--- src/rtl/bpsk_rxd_demod_if.sv ---
// Sample-in / bit-out bundle for the BPSK receive demodulator.
// master: sample source and bit consumer; slave: the demodulator.
interface bpsk_rxd_demod_if #(
    parameter int DATA_W = 16
);
    logic signed [DATA_W-1:0] rxd_sig;
    logic                     sample_vld;
    logic                     bit_out;
    logic                     bit_vld;
    logic                     lock;
    logic                     inv_flag;

    modport master (
        output rxd_sig, sample_vld,
        input  bit_out, bit_vld, lock, inv_flag
    );

    modport slave (
        input  rxd_sig, sample_vld,
        output bit_out, bit_vld, lock, inv_flag
    );
endinterface

--- src/rtl/bpsk_rxd_demod.sv ---
// BPSK receive demodulator: integrate-and-dump against a square-wave carrier
// reference, hard decisions, sync-word hunt with 180-degree ambiguity
// resolution, and payload delivery with a one-cycle valid strobe.
// Optional build macro BPSK_RXD_DIFF_DECODE_EN selects differential (DBPSK)
// decoding; with it undefined, decisions are coherent and inverted-sync
// matches are corrected through inv_flag.
module bpsk_rxd_demod #(
    parameter int                 DATA_W    = 16,
    parameter int                 SPB       = 20,
    parameter int                 ACC_W     = 24,
    parameter int                 ENERGY_TH = 1024,
    parameter int                 SYNC_W    = 8,
    parameter logic [SYNC_W-1:0]  SYNC_WORD = 8'hD3,
    parameter int                 HUNT_BITS = 64,
    parameter int                 WEAK_TH   = 4096,
    parameter int                 LOSS_BITS = 4
) (
    input  logic              clk_sig,
    input  logic              rst,
    bpsk_rxd_demod_if.slave   bus
);
    localparam int CNT_W = (SPB > 1) ? $clog2(SPB) : 1;
    localparam int HNT_W = $clog2(HUNT_BITS + 1);
    localparam int WK_W  = $clog2(LOSS_BITS + 1);

    localparam logic [DATA_W-1:0]       S_MIN = {1'b1, {(DATA_W-1){1'b0}}};
    localparam logic [DATA_W-1:0]       E_TH  = DATA_W'(ENERGY_TH);
    localparam logic signed [ACC_W-1:0] W_TH  = ACC_W'(WEAK_TH);

    typedef enum logic [1:0] {IDLE, HUNT, LOCKED} state_t;

    state_t                   state_q, state_d;
    logic signed [ACC_W-1:0]  acc_q, acc_d;
    logic [CNT_W-1:0]         cnt_q, cnt_d;
    logic [SYNC_W-1:0]        sr_q, sr_d;
    logic [HNT_W-1:0]         hunt_q, hunt_d;
    logic [WK_W-1:0]          weak_q, weak_d;
    logic                     inv_q, inv_d;
    logic                     bit_out_q, bit_out_d;
    logic                     bit_vld_q, bit_vld_d;

    logic [DATA_W-1:0]        mag;
    logic signed [ACC_W-1:0]  smp_x, contrib, sum;
    logic                     bit_end, d_raw, d_out, weak_bit, inv_hit;
    logic [SYNC_W-1:0]        sr_nxt;

`ifdef BPSK_RXD_DIFF_DECODE_EN
    logic                     prev_q, prev_d;
    // Differential decode: phase ambiguity cancels, so inverted sync never sets inv_flag
    assign d_out   = d_raw ^ prev_q;
    assign inv_hit = 1'b0;
`else
    assign d_out   = d_raw ^ inv_q;
    assign inv_hit = 1'b1;
`endif

    // Sample magnitude for the energy test; the most negative code saturates
    always_comb begin
        mag = bus.rxd_sig;
        if (bus.rxd_sig[DATA_W-1])
            mag = (bus.rxd_sig == S_MIN) ? ~S_MIN : (~bus.rxd_sig + 1'b1);
    end

    assign smp_x    = {{(ACC_W-DATA_W){bus.rxd_sig[DATA_W-1]}}, bus.rxd_sig};
    assign contrib  = (cnt_q < CNT_W'(SPB/2)) ? smp_x : -smp_x;
    assign sum      = acc_q + contrib;
    assign bit_end  = (cnt_q == CNT_W'(SPB-1));
    assign d_raw    = ~sum[ACC_W-1];
    assign weak_bit = (sum < W_TH) && (sum > -W_TH);
    assign sr_nxt   = {sr_q[SYNC_W-2:0], d_raw};

    // Next-state: acquisition, integration, sync hunt, locked delivery and loss
    always_comb begin
        state_d   = state_q;
        acc_d     = acc_q;
        cnt_d     = cnt_q;
        sr_d      = sr_q;
        hunt_d    = hunt_q;
        weak_d    = weak_q;
        inv_d     = inv_q;
        bit_out_d = bit_out_q;
        bit_vld_d = 1'b0;
`ifdef BPSK_RXD_DIFF_DECODE_EN
        prev_d    = prev_q;
`endif
        if (bus.sample_vld) begin
            case (state_q)
                IDLE: begin
                    // First energetic sample is count 0 of the first bit
                    if (mag >= E_TH) begin
                        state_d = HUNT;
                        acc_d   = contrib;
                        cnt_d   = CNT_W'(1);
                    end
                end
                default: begin
                    if (!bit_end) begin
                        acc_d = sum;
                        cnt_d = cnt_q + 1'b1;
                    end else begin
                        acc_d = '0;
                        cnt_d = '0;
`ifdef BPSK_RXD_DIFF_DECODE_EN
                        // Tracking every raw decision leaves the last sync bit here at lock entry
                        prev_d = d_raw;
`endif
                        if (state_q == HUNT) begin
                            sr_d = sr_nxt;
                            if (sr_nxt == SYNC_WORD) begin
                                state_d = LOCKED;
                                inv_d   = 1'b0;
                                hunt_d  = '0;
                                weak_d  = '0;
                            end else if (sr_nxt == ~SYNC_WORD) begin
                                state_d = LOCKED;
                                inv_d   = inv_hit;
                                hunt_d  = '0;
                                weak_d  = '0;
                            end else if (hunt_q == HNT_W'(HUNT_BITS-1)) begin
                                state_d = IDLE;
                                sr_d    = '0;
                                hunt_d  = '0;
                            end else begin
                                hunt_d = hunt_q + 1'b1;
                            end
                        end else begin
                            bit_out_d = d_out;
                            bit_vld_d = 1'b1;
                            if (!weak_bit) begin
                                weak_d = '0;
                            end else if (weak_q == WK_W'(LOSS_BITS-1)) begin
                                state_d = IDLE;
                                inv_d   = 1'b0;
                                weak_d  = '0;
                                sr_d    = '0;
                            end else begin
                                weak_d = weak_q + 1'b1;
                            end
                        end
                    end
                end
            endcase
        end
    end

    // FSM state register
    always_ff @(posedge clk_sig) begin
        if (rst) state_q <= IDLE;
        else     state_q <= state_d;
    end

    // Datapath, counters and output registers
    always_ff @(posedge clk_sig) begin
        if (rst) begin
            acc_q     <= '0;
            cnt_q     <= '0;
            sr_q      <= '0;
            hunt_q    <= '0;
            weak_q    <= '0;
            inv_q     <= 1'b0;
            bit_out_q <= 1'b0;
            bit_vld_q <= 1'b0;
`ifdef BPSK_RXD_DIFF_DECODE_EN
            prev_q    <= 1'b0;
`endif
        end else begin
            acc_q     <= acc_d;
            cnt_q     <= cnt_d;
            sr_q      <= sr_d;
            hunt_q    <= hunt_d;
            weak_q    <= weak_d;
            inv_q     <= inv_d;
            bit_out_q <= bit_out_d;
            bit_vld_q <= bit_vld_d;
`ifdef BPSK_RXD_DIFF_DECODE_EN
            prev_q    <= prev_d;
`endif
        end
    end

    assign bus.bit_out  = bit_out_q;
    assign bus.bit_vld  = bit_vld_q;
    assign bus.lock     = (state_q == LOCKED);
    assign bus.inv_flag = inv_q;
endmodule

--- src/flat_wrapper.sv ---
// flat-port wrapper written by rule: the top's interface ports become plain ports
module bpsk_rxd_demod_flat 
#(
    parameter int                 DATA_W    = 16,
    parameter int                 SPB       = 20,
    parameter int                 ACC_W     = 24,
    parameter int                 ENERGY_TH = 1024,
    parameter int                 SYNC_W    = 8,
    parameter logic [SYNC_W-1:0]  SYNC_WORD = 8'hD3,
    parameter int                 HUNT_BITS = 64,
    parameter int                 WEAK_TH   = 4096,
    parameter int                 LOSS_BITS = 4
)
  (clk_sig, rst, bus_rxd_sig, bus_sample_vld, bus_bit_out, bus_bit_vld, bus_lock, bus_inv_flag);
  bpsk_rxd_demod_if #(.DATA_W(DATA_W)) bus_i ();
  input  logic clk_sig;
  input  logic rst;
  input wire logic [$bits(bus_i.rxd_sig)-1:0] bus_rxd_sig;
  input wire logic [$bits(bus_i.sample_vld)-1:0] bus_sample_vld;
  output wire logic [$bits(bus_i.bit_out)-1:0] bus_bit_out;
  output wire logic [$bits(bus_i.bit_vld)-1:0] bus_bit_vld;
  output wire logic [$bits(bus_i.lock)-1:0] bus_lock;
  output wire logic [$bits(bus_i.inv_flag)-1:0] bus_inv_flag;
  assign bus_i.rxd_sig = bus_rxd_sig;
  assign bus_i.sample_vld = bus_sample_vld;
  assign bus_bit_out = bus_i.bit_out;
  assign bus_bit_vld = bus_i.bit_vld;
  assign bus_lock = bus_i.lock;
  assign bus_inv_flag = bus_i.inv_flag;
  bpsk_rxd_demod #(.DATA_W(DATA_W), .SPB(SPB), .ACC_W(ACC_W), .ENERGY_TH(ENERGY_TH), .SYNC_W(SYNC_W), .SYNC_WORD(SYNC_WORD), .HUNT_BITS(HUNT_BITS), .WEAK_TH(WEAK_TH), .LOSS_BITS(LOSS_BITS)) u_core (.clk_sig(clk_sig), .rst(rst), .bus(bus_i));
endmodule
--- config.mk ---
export PLATFORM = sky130hd
export DESIGN_NAME = bpsk_rxd_demod_flat
export DESIGN_NICKNAME = d
export VERILOG_FILES = /design/src/rtl/bpsk_rxd_demod_if.sv /design/src/rtl/bpsk_rxd_demod.sv /design/src/flat_wrapper.sv
export SDC_FILE = /design/constraint.sdc
export NUM_CORES = 1
export LEC_CHECK = 0
export CORE_MARGIN = 2
export CORE_UTILIZATION = 25
export CTS_BUF_LIST = sky130_fd_sc_hd__clkbuf_16
export CTS_CLUSTER_DIAMETER = 40
export DETAILED_ROUTE_END_ITERATION = 8
export HOLD_SLACK_MARGIN = 0.12
export RECOVER_POWER = 25
export SLEW_MARGIN = 20
export SYNTH_ARGS = -nofsm -noshare
export SYNTH_HDL_FRONTEND = slang
export SYNTH_SLANG_ARGS = --single-unit
--- constraint.sdc ---
create_clock -name clk_sig -period 6.7 [get_ports clk_sig]
set_clock_uncertainty 0.15 [all_clocks]
set_input_delay 1.005 -clock clk_sig [delete_from_list [all_inputs] [get_ports clk_sig]]
set_output_delay 1.005 -clock clk_sig [all_outputs]
set_load 0.05 [all_outputs]
# Word level (Yosys, flattened, before mapping)

Index checks and enable logic that the tools add are counted.

Input port bits: 19
Logic and storage cells: 90
Flip-flop bits (word level): 51

Add/subtract/negate cells: 6
Equality and inequality tests: 11
Mux-type cells: 38
Reduce and logical (&&, ||, !) cells: 15
Bitwise logic cells: 7
Magnitude comparators: 4

Operators with widths:

| cell                                                                 | number |
|---|---|
| 2-to-1 mux 24 bit                                                    | 4 |
| 2-to-1 mux 7 bit                                                     | 9 |
| 2-to-1 mux 16 bit                                                    | 2 |
| adder 24 bit                                                         | 1 |
| greater-than comparator 24 x 13 -> 1 bit (second input constant)     | 1 |
| less-than comparator 24 x 14 -> 1 bit (second input constant)        | 1 |
| negation 16 -> 24 bit                                                | 1 |
| 2-to-1 mux 2 bit                                                     | 9 |
| adder 16 x 1 -> 16 bit (second input constant)                       | 1 |
| equality test 16 bit (second input constant)                         | 1 |
| greater-or-equal comparator 16 x 11 -> 1 bit (second input constant) | 1 |
| inverter 16 bit                                                      | 1 |
| 2-to-1 mux 3 bit                                                     | 5 |
| 2-to-1 mux 5 bit                                                     | 3 |
| AND reduction 4 bit                                                  | 3 |
| AND reduction 6 bit                                                  | 2 |
| equality test 8 x 6 -> 1 bit (second input constant)                 | 1 |
| equality test 8 bit (second input constant)                          | 1 |
| adder 7 x 1 -> 7 bit (second input constant)                         | 1 |
| equality test 7 x 6 -> 1 bit (second input constant)                 | 1 |
| 2-to-1 mux 1 bit                                                     | 6 |
| nonzero test 2 bit                                                   | 3 |
| nonzero test 3 bit                                                   | 2 |
| adder 5 x 1 -> 5 bit (second input constant)                         | 1 |
| 16 further kinds                                                     | 20 |

# Depth between registers and ports, before layout

Word-level depth: 10
Gate-level depth with buffers: 18
Gate-level depth less buffers: 17

# Worst setup path before layout

OpenSTA, ideal clock, no wires.

Path kind: input-to-reg
Start: in bus_rxd_sig[6]
End: reg u_core.inv_q (netlist: u_core.bus.inv_flag)
Buffers on the path: 1
Data arrival time: 5.070 ns
Stages: 17
Slack: 1.358 ns
Required time: 6.428 ns
Cells stage by stage: or4_4 nor3_2 nor4bb_1 nor2_1 xor2_1 ha_1 clkbuf_1 and4_1 nand2_1 and3_1 a21boi_1 a21oi_1 xor2_2 nand4b_1 or4_1 and2_1 a221o_1

Word-level cells in the longest chain between the ends: 7
Elaborated cells between the ends (all ways): 14
Those cells by class: add/sub (2); order compare (2); eq/ne (3); mux (3); bitwise (1); reduce/logical (3)

Ends and longest elaborated chain:

| item                                                                     | line                  | source |
|---|---|---|
| from (decl)                                                              | flat_wrapper.sv:18    | `input wire logic [$bits(bus_i.rxd_sig)-1:0] bus_rxd_sig;` |
| negation 16 -> 24 bit                                                    | bpsk_rxd_demod.sv:65  | `assign contrib = (cnt_q < CNT_W'(SPB/2)) ? smp_x : -smp_x;` |
| 2-to-1 mux 24 bit *                                                      | bpsk_rxd_demod.sv:65  |  |
| adder 24 bit *                                                           | bpsk_rxd_demod.sv:66  | `assign sum = acc_q + contrib;` |
| less-than comparator 24 x 14 -> 1 bit, or another cell as far along      | bpsk_rxd_demod.sv:69  | `assign weak_bit = (sum < W_TH) && (sum > -W_TH);` |
| logical AND 1 bit, or another cell as far along                          | bpsk_rxd_demod.sv:69  |  |
| nonzero test 2 bit (no source line), or another cell as far along        | n/a                   |  |
| AND reduction 6 bit (no source line) or 2-to-1 mux 1 bit (tied branches) | n/a                   |  |
| to (signal assigned)                                                     | bpsk_rxd_demod.sv:172 | `inv_q <= inv_d;` |
| to (decl)                                                                | bpsk_rxd_demod.sv:38  | `logic inv_q, inv_d;` |

Mark *: on every way between the ends. The rest lies on a longest branch, timed or not.
A chain may end at the register's enable or synchronous reset.

# Final worst setup path

Start: in bus_rxd_sig[4]
End: reg u_core.sr_q[4]

Word-level cells in the longest chain between the ends: 8
Elaborated cells between the ends (all ways): 14
Those cells by class: add/sub (2); order compare (2); eq/ne (2); mux (4); bitwise (1); reduce/logical (3)

Ends and longest elaborated chain:

| item                                                                                          | line                  | source |
|---|---|---|
| negation 16 -> 24 bit                                                                         | bpsk_rxd_demod.sv:65  |  |
| 2-to-1 mux 24 bit *                                                                           | bpsk_rxd_demod.sv:65  |  |
| adder 24 bit *                                                                                | bpsk_rxd_demod.sv:66  |  |
| parallel branches: the longest is 5 deep, another holds less-than comparator 24 x 14 -> 1 bit | n/a                   |  |
| to (signal assigned)                                                                          | bpsk_rxd_demod.sv:169 | `sr_q <= sr_d;` |
| to (decl)                                                                                     | bpsk_rxd_demod.sv:35  | `logic [SYNC_W-1:0] sr_q, sr_d;` |

Every way passes the cells marked *.

==> impl_metrics.yaml <==
outcome:
  status: "finished clean"
timing:
  setup_viol: 0
  hold_violations: 0
  slew_violations: 0
  hold_ws_ns: 0.305
  finalSetupTns_ns: 0
  tightest_slew_ns: 1.31
  fin_crit_sh_pct: 89.9
  setup_ws_ns: 0.676
  slew_headroom_pct: 11.7
  fmax_mhz: 166
  rsz0062_at_grt: "no"
  final.min_clock_period_ns: 6.02
routing:
  viasPerCell: 5.16
  first_iter_violations: 245
  ant_nets: 0
  dr.max_layer_used: "met4"
  first_pass_iters: 5
  wirelength_mm: 11.8
  drt-met1-wl_mm: 5.62
  met2_length_mm: 5.36
  vias: 4069
  route.met3.wl_um: 537
  drc: 0
  wl_per_cell_um: 15.0
setup_path:
  required_ns: 6.72
  path_cells: "clkdlybuf4s50_1 -> or4_4 -> nor3_1 -> nor4bb_1 -> nor2_1 -> xor2_1 -> ha_1 -> nand4_1 -> o221ai_1 -> a21oi_1 -> o21ai_1 -> xor2_1 -> nor3_1 -> nand4b_1 -> or4_1 -> a21oi_2 -> o22ai_1"
  cp_max_fo: 9
  endpoint_kind: "flop"
  r2r_cells: 15
  start_kind: "input pin"
  cp.arrival_ns: 6.04
  r2r-end: "u_core.sr_q[4]"
  path_delay_family: "simple AND/OR/NAND/NOR gates"
  crit_type: "in -> reg"
  cpPeakStageDelay_ns: 0.59
  r2r_setup_slack_ns: 2.02
  r2r-start: "u_core.cnt_q[1]"
  cpMaxStageDelayCell: "or4_1"
  crit_buf_inv: 1
cts:
  clockBufferDepth: 2
  htreeDepth: 2
  cts_root_buf: "clkbuf_16"
  post_cts_resized: 0
  cts_hold_buf: 0
  numCtsBuffers: 5
  cts.sinks: 51
  cts_tree: "yes"
  clkSlewWorstSetupHoldPaths_ns: 0.08
  worstSkewPairLatency_ns: 0.30
  post_cts_buffers: 0
final_layout:
  fillerInstances: 1797
  multiInputGateArea_mm2: 0.00308
  diodes: 0
  final_util_pct: 29.0
  stdcell_area_mm2: 0.00483
  fin_nets: 619
  seqCellArea_mm2: 0.00102
  area_delta_synth_final_pct: 13.4
  final_cells: 789
  drive_above_1_share_pct: 5.27
global_route:
  grt_max_degree: 43
  grt_overflow_total: 0
  track_usage_pct: 13.2
  first_global_vias: 3890
  grt_antenna_before_repair: 0
  grt_pass1_wl_mm: 19.5
logic_synthesis:
  ys_types: 67
  synth_enable_flop_cells: 0
  ys_ff_latch: 51
  syn-instance-count: 563
  netlist_area_mm2: 0.00426
  synthArstFlopShare_pct: 0
  syn_area_per_cell_um2: 7.57
  ys_warn_count: 0
  syn_nets: 614
  synth-main-ff-cell: "dfxtp_1"
  ys_seq_area_share_pct: 24.0
power:
  vdd_drop_max_v: 0.0000933
  swShare_pct: 35.2
  p_seq_share_pct: 37.0
  clockPowerShare_pct: 31.0
  pwr-share-comb_pct: 32.0
  powerDensity_mw_per_mm2: 183
  power_leakage_nw: 1.87
  power_mw: 0.883
  p_switching_mw: 0.311
  internal_power_mw: 0.573
die:
  std_cell_rows: 47
  die_area_mm2: 0.0181
  ios: 23
  die_h_um: 135
  die_w_um: 135
  start_util_pct: 25.6
  core_area_mm2: 0.0166
hold_path:
  holdPathEnd: "u_core.cnt_q[4]"
  worstHoldStart: "u_core.cnt_q[4]"
  hold_class: "reg -> reg"
  worstHoldPathCells: 2
place:
  place_ws_ns: 0.570
  dp.final_hpwl_mm: 8.81
  dpl_cell_area_mm2: 0.00470
  gp_congestion: 0.913
  numPortBuffers: 22
  dpl.cell_count: 781
run:
  drv_cap: 0
-- layout by cell type, fill, tap and decap left out, types with 11 or more instances in the layout --
master            n
nor3_1           11
nand2_1          61
nand4_1          11
clkdlybuf4s50_1  17
dfxtp_1          51
a211oi_1         24
nand3_1          11
a22oi_1          12
xor2_1           15
a21oi_1          49
o21ai_0          19
nor2_1           64
xnor2_1          21
o21ai_1          12
ha_1             31
-- sequential cells by signal, summed over array words and instances, names as in the netlist --
| register | count |
|---|---|
| u_core.hunt_q | 7 |
| u_core.cnt_q | 5 |
| u_core.bus.inv_flag | 1 |
| u_core.state_q | 2 |
| u_core.sr_q | 7 |
| u_core.acc_q | 24 |
| u_core.bus.bit_out | 1 |
| u_core.weak_q | 3 |
| u_core.bus.bit_vld | 1 |
-- synthesized netlist by cell type (all sizes together), types with 10 or more instances --
| master | n | share of area [%] |
|---|---|---|
| ha | 31 | 9.1 |
| dfxtp | 51 | 24 |
| o21ai | 31 | 3.6 |
| inv | 10 | 0.88 |
| xor2 | 17 | 3.8 |
| a22oi | 12 | 2.1 |
| nand4 | 11 | 1.6 |
| a211oi | 25 | 4.5 |
| nor2 | 65 | 5.8 |
| xnor2 | 21 | 4.3 |
| nand3 | 11 | 1.3 |
| a21oi | 50 | 6.0 |
| nand2 | 61 | 5.4 |
| clkbuf | 26 | 2.3 |
| nor3 | 12 | 1.6 |
-- area by class of cell --
class / count / share of cell area (%)
sequential: 51 / 21.1
inverter: 10 / 0.777
timing repair buffer: 28 / 5.49
clock buffer: 5 / 2.59
multi-input combinational: 472 / 63.7
clock inverter: 3 / 0.570
tap: 220 / 5.70
-- layer usage --
metal | track usage (%) | vias up
li1 | - | 2081
met1 | 16.9 | 1879
met3 | 2.40 | 19
met4 | 5.20 | 0
met5 | 0 | -
met2 | 21.9 | 90
-- cell families after synthesis --
family,count (synthesis),share of synthesized area [%]
xor+xnor,38,8.16
flops,51,24.0
fa+ha+maj,32,9.57
simple gates,226,27.3
compound gates,174,26.8
buf+inv,40,3.61
mux,2,0.617
-- worst max path at each step --
stage                                endpoint  depth (start not counted)  slack (ns)      startpoint
after floorplan           u_core.bus.inv_flag                         17        1.36  bus_rxd_sig[6]
after global placement         u_core.sr_q[3]                         17        0.61  bus_rxd_sig[4]
after detailed placement       u_core.sr_q[0]                         17        0.57  bus_rxd_sig[4]
after CTS                      u_core.sr_q[0]                         17        0.89  bus_rxd_sig[4]
after global routing           u_core.sr_q[4]                         17        0.30  bus_rxd_sig[4]
final                          u_core.sr_q[4]                         17        0.68  bus_rxd_sig[4]
-- worst min-delay path, cell delays in order (launching register included) --
cell and delay [ns]:
dfxtp_1 0.31, nand2_1 0.05, a21oi_1 0.05
-- power by group through the flow --
| stage | Sequential [mW] | Combinational, mW | Clock (mW) |
|---|---|---|---|
| floorplan | 0.331 | 0.206 | 0 |
| global placement | 0.334 | 0.282 | 0 |
| detailed placement | 0.334 | 0.280 | 0 |
| CTS | 0.327 | 0.282 | 0.283 |
| global route | 0.329 | 0.312 | 0.297 |
| finish | 0.327 | 0.283 | 0.273 |
(Power assumes the default switching activity.)
==> edit 1, RTL diff (same settings) <==
Encoding of `state_t`: now one-hot (3 bits for 3 states).
--- a/src/rtl/bpsk_rxd_demod.sv
+++ b/src/rtl/bpsk_rxd_demod.sv
@@ -29,3 +29,3 @@
 
-    typedef enum logic [1:0] {IDLE, HUNT, LOCKED} state_t;
+    typedef enum logic [2:0] {IDLE = 3'b001, HUNT = 3'b010, LOCKED = 3'b100} state_t;
 
Check against the original RTL: no difference found for any inputs over 10 cycles, from zero or initial values and one cycle with rst high; not proved beyond that.
==> edit 1 against the unedited design <==
  * The run now ends with capacitance limit, slew limit left
  * Design area increased by 5.5%
  * First-iteration DRC count increased by 27%
  * Worst setup slack got worse by 0.25 ns
  * Largest power group is now combinational cells
  * Critical endpoint is now u_core.sr_q[3]$_SDFFE_PP0P_
  * Highest routed layer unchanged
  * Area after synthesis increased by 5.1%
  * Sequential cell count increased by 1
  * Routed wire length increased by 5.8%
  * Power increased by 14%
  * Clock power increased by 13%
==> edit 1: results (changes against the unedited design) <==
metric,value,unit,change
drive_gt1_share,6.41,%,+1.1 points
place.gp.congestion,0.934,,+2.3%
placed_area,0.00495,mm^2,+5.3%
drt_iter0_drc,310,,+27%
use_met2,21.0,%,-0.90 points
buffer_area_share,5.59,%,+0.10 points
synth_fa_ha_area_share,9.11,%,-0.47 points
status,finished with violations,,
synth_xor_area_share,6.45,%,-1.7 points
nets,643,,+3.9%
synthTopCellsByCount,"nand2_1 (54), nor2_1 (54), a21oi_1 (52), dfxtp_1 (52), o21ai_0 (38)",,
final-seq-area,0.00104,mm^2,+2.0%
gr-usage-met3,1.62,%,-0.78 points
holdWs,0.300,ns,-0.00511 ns
finalMaxSlewViolations,23,,+23
num-nonclk-inverters,14,,+4
place_inst,810,,+3.7%
routed_wl,12500,um,+5.8%
grt_pass1_wl,20400,um,+4.4%
yosysSeqAreaShare,23.2,%,-0.72 points
fmaxAchievable,0.159,GHz,-3.9%
violations,"capacitance limit, slew limit",,
internal_power,0.642,mW,+12%
slowest_delay,0.72,ns,+0.13 ns
r2r_slack,1.69,ns,-0.33 ns
wl_met1,6260,um,+11%
grtUsageMet1,18.9,%,+2.0 points
cap_violations,1,,+1
fillCellCount,1869,,+4.0%
synth_cell_types,72,,+7.5%
synth_compound_area_share,30.4,%,+3.6 points
hpwl,9380,um,+6.5%
nMultiInputCombCells,488,,+3.4%
n_all_buffers,31,,+11%
==> edit 1: changes by cell type after synthesis, moves of 7 or more <==
cell      change
nand2_1       -7
nor2_1       -10
a21o_1        +7
o21ai_1       -9
nand4b_1      +7
o21ai_0      +19
==> edit 1: how the worst max path moves through the flow <==
stage / startpoint / to / slack [ns] / cells after the start
2_1_floorplan: bus_rxd_sig[2] / u_core.sr_q[0]$_SDFFE_PP0P_ / 1.29 / 15
4_1_cts: bus_rxd_sig[2] / u_core.sr_q[3]$_SDFFE_PP0P_ / 0.60 / 15
3_5_place_dp: bus_rxd_sig[2] / u_core.sr_q[5]$_SDFFE_PP0P_ / 0.31 / 15
3_3_place_gp: bus_rxd_sig[2] / u_core.sr_q[0]$_SDFFE_PP0P_ / 0.34 / 15
6_report: bus_rxd_sig[2] / u_core.sr_q[3]$_SDFFE_PP0P_ / 0.43 / 16
5_1_grt: bus_rxd_sig[2] / u_core.sr_q[3]$_SDFFE_PP0P_ / 0.17 / 16
==> edit 2, RTL diff (same flow settings) <==
Made on the original files. Build with the macro `BPSK_RXD_DIFF_DECODE_EN` defined.
--- a/src/rtl/bpsk_rxd_demod.sv
+++ b/src/rtl/bpsk_rxd_demod.sv
@@ -6,2 +6,4 @@
 // matches are corrected through inv_flag.
+`define BPSK_RXD_DIFF_DECODE_EN
+
 module bpsk_rxd_demod #(
Formal check against the unedited RTL: no difference found for any inputs over 10 cycles, from zero or initial values and one cycle with rst high; that may be too few to reach the edited logic, so the function may still have changed.
==> edit 2 against the unedited design <==
  * Worst setup slack improved by 0.039 ns
  * Routed wire length rose by 5.8%
  * Fmax rose by 0.65%
  * Critical path depth fell by 1
  * Clock power rose by 14%
  * Sequential share of layout area fell by 1.2 points
  * Sequential cell count did not move
  * Design area rose by 5.8%
  * Area after synthesis rose by 6.4%
  * Power rose by 11%
  * Largest power group is now combinational cells
==> edit 2: results (changes against the unedited design) <==
metric,value,unit,change
grt_pass1_wl,21100,um,+8.0%
path_clk_slew,0.07,ns,
antenna_cells,0,,unchanged
synth_cell_types,81,,+21%
hpwl,9480,um,+7.6%
numCtsBuffers,5,,unchanged
worstSkewPairLatency,0.31,ns,
antenna_found_initial,0,,unchanged
dp_slack,0.717,ns,+0.147 ns
yosysSeqAreaShare,22.5,%,-1.4 points
dr.pass1.iters,5,,unchanged
nets,659,,+6.5%
hp-class,reg -> reg,,
drive_gt1_share,5.42,%,+0.15 points
muxShareOfSynthArea,2.54,%,+1.9 points
grt_max_degree,41,,-4.7%
peakVddDrop,0.0987,mV,+5.7%
clockRootBuffer,clkbuf_16,,
grt_pass1_vias,4173,,+7.3%
cts-hold-fix-buffers,0,,unchanged
synth_top_cells_by_area,"dfxtp_1 (23%), ha_1 (8.6%), nor2_1 (6.2%), a21oi_1 (5.2%), o21ai_0 (5.2%)",,
slowest_delay,0.61,ns,+0.02 ns
cp_slowest_cell,dlygate4sd3_1,,
vias,4473,,+9.9%
htreeDepth,2,,unchanged
cp.arrival,6.03,ns,about the same
synth_xor_area_share,7.31,%,-0.85 points
async_flop_share,0,%,unchanged
worst-path-max-fanout,11,,+2
drt_iter0_drc,312,,+27%
synth_area_per_cell,7.51,um^2,-0.79%
cts_max_path_buffers,2,,unchanged
slew_headroom,4.93,%,-6.8 points
vias_per_cell,5.34,,+3.5%
synth_compound_area_share,28.8,%,+2.1 points
place.gp.congestion,0.876,,-4.1%
p_leak,1.85,nW,-0.86%
synthTopCellsByCount,"nor2_1 (75), nand2_1 (58), dfxtp_1 (51)",,
synth_fa_ha_area_share,9.00,%,-0.58 points
top_regs,"u_core.acc_q (24), u_core.hunt_q (7), u_core.sr_q (7)",,
status,completed,,
synth_ff_type,dfxtp_1,,
place_inst,830,,+6.3%
cts_setup_buffers,0,,unchanged
post_drt_wl_per_cell,14.9,um,-0.40%
track_usage,13.0,%,-0.20 points
port_buffers,21,,-4.5%
==> edit 2: cell types whose count changed after synthesis, moves of 4 or more <==
cell       before  now
a2111oi_0       0    4
a22oi_1        12    3
a311oi_1        0    7
and3_1          8    4
inv_1          10   15
mux2i_1         0    9
nand3_1        11   20
nor2_1         64   75
nor3_1         10   18
o21ai_0        19   47
o21ai_1        12    1
==> edit 2: where the power goes <==
group	total (mW)	leakage (nW)	switching [mW]	internal (mW)
Combinational	0.343	1.35	0.212	0.131
Clock	0.311	0.0804	0.133	0.178
Sequential	0.331	0.417	0.0117	0.319
==> edit 2: kinds of logic (layout without fill, tap and decap cells) <==
group           count (synthesis)  count (layout)
simple gates                  238             238
mux                            11              11
buf+inv                        43              48
other cells                     1               1
compound gates                191             191
flops                          51              51
xor+xnor                       37              37
fa+ha+maj                      32              32
==> edit 2: per-stage QoR <==
stage          cell area [um^2]  util, %
2_1_floorplan              4530        -
5_1_grt                    5110     28.6
3_5_place_dp               4950     27.7
6_report                   5110     28.6
3_3_place_gp               4950     27.7
4_1_cts                    5120     28.6
==> edit 2: routing by layer <==
| layer | wire length, um | GRT usage (%) | share of wire (%) |
|---|---|---|---|
| met1 | 6420 | 19.1 | 51 |
| met2 | 5460 | 20.0 | 44 |
| met3 | 487 | 1.97 | 3.9 |
| met4 | 146 | 2.82 | 1.2 |
| met5 | 0 | 0 | 0 |
==> edit 2: final cells by class <==
| cell class | count | area (um^2) |
|---|---|---|
| multi-input cells | 510 | 3340 |
| well taps | 229 | 287 |
| clock buffers | 5 | 125 |
| repair buffers | 25 | 236 |
| fillers | 1974 | 12800 |
| flip-flops and latches | 51 | 1020 |
| inverters | 15 | 56.3 |
| clock inverters | 3 | 46.3 |
==> edit 2: path summary, 6_finish.rpt <==
check,startpoint,endpoint,slack [ns],cells after the start
max,bus_rxd_sig[10],u_core.weak_q[1]$_SDFFE_PP0P_,0.71,16
min,u_core.weak_q[1]$_SDFFE_PP0P_,u_core.weak_q[1]$_SDFFE_PP0P_,0.34,1
min reg2reg,u_core.weak_q[1]$_SDFFE_PP0P_,u_core.weak_q[1]$_SDFFE_PP0P_,0.34,1
max reg2reg,u_core.cnt_q[2]$_SDFFE_PP0P_,u_core.weak_q[1]$_SDFFE_PP0P_,1.69,13
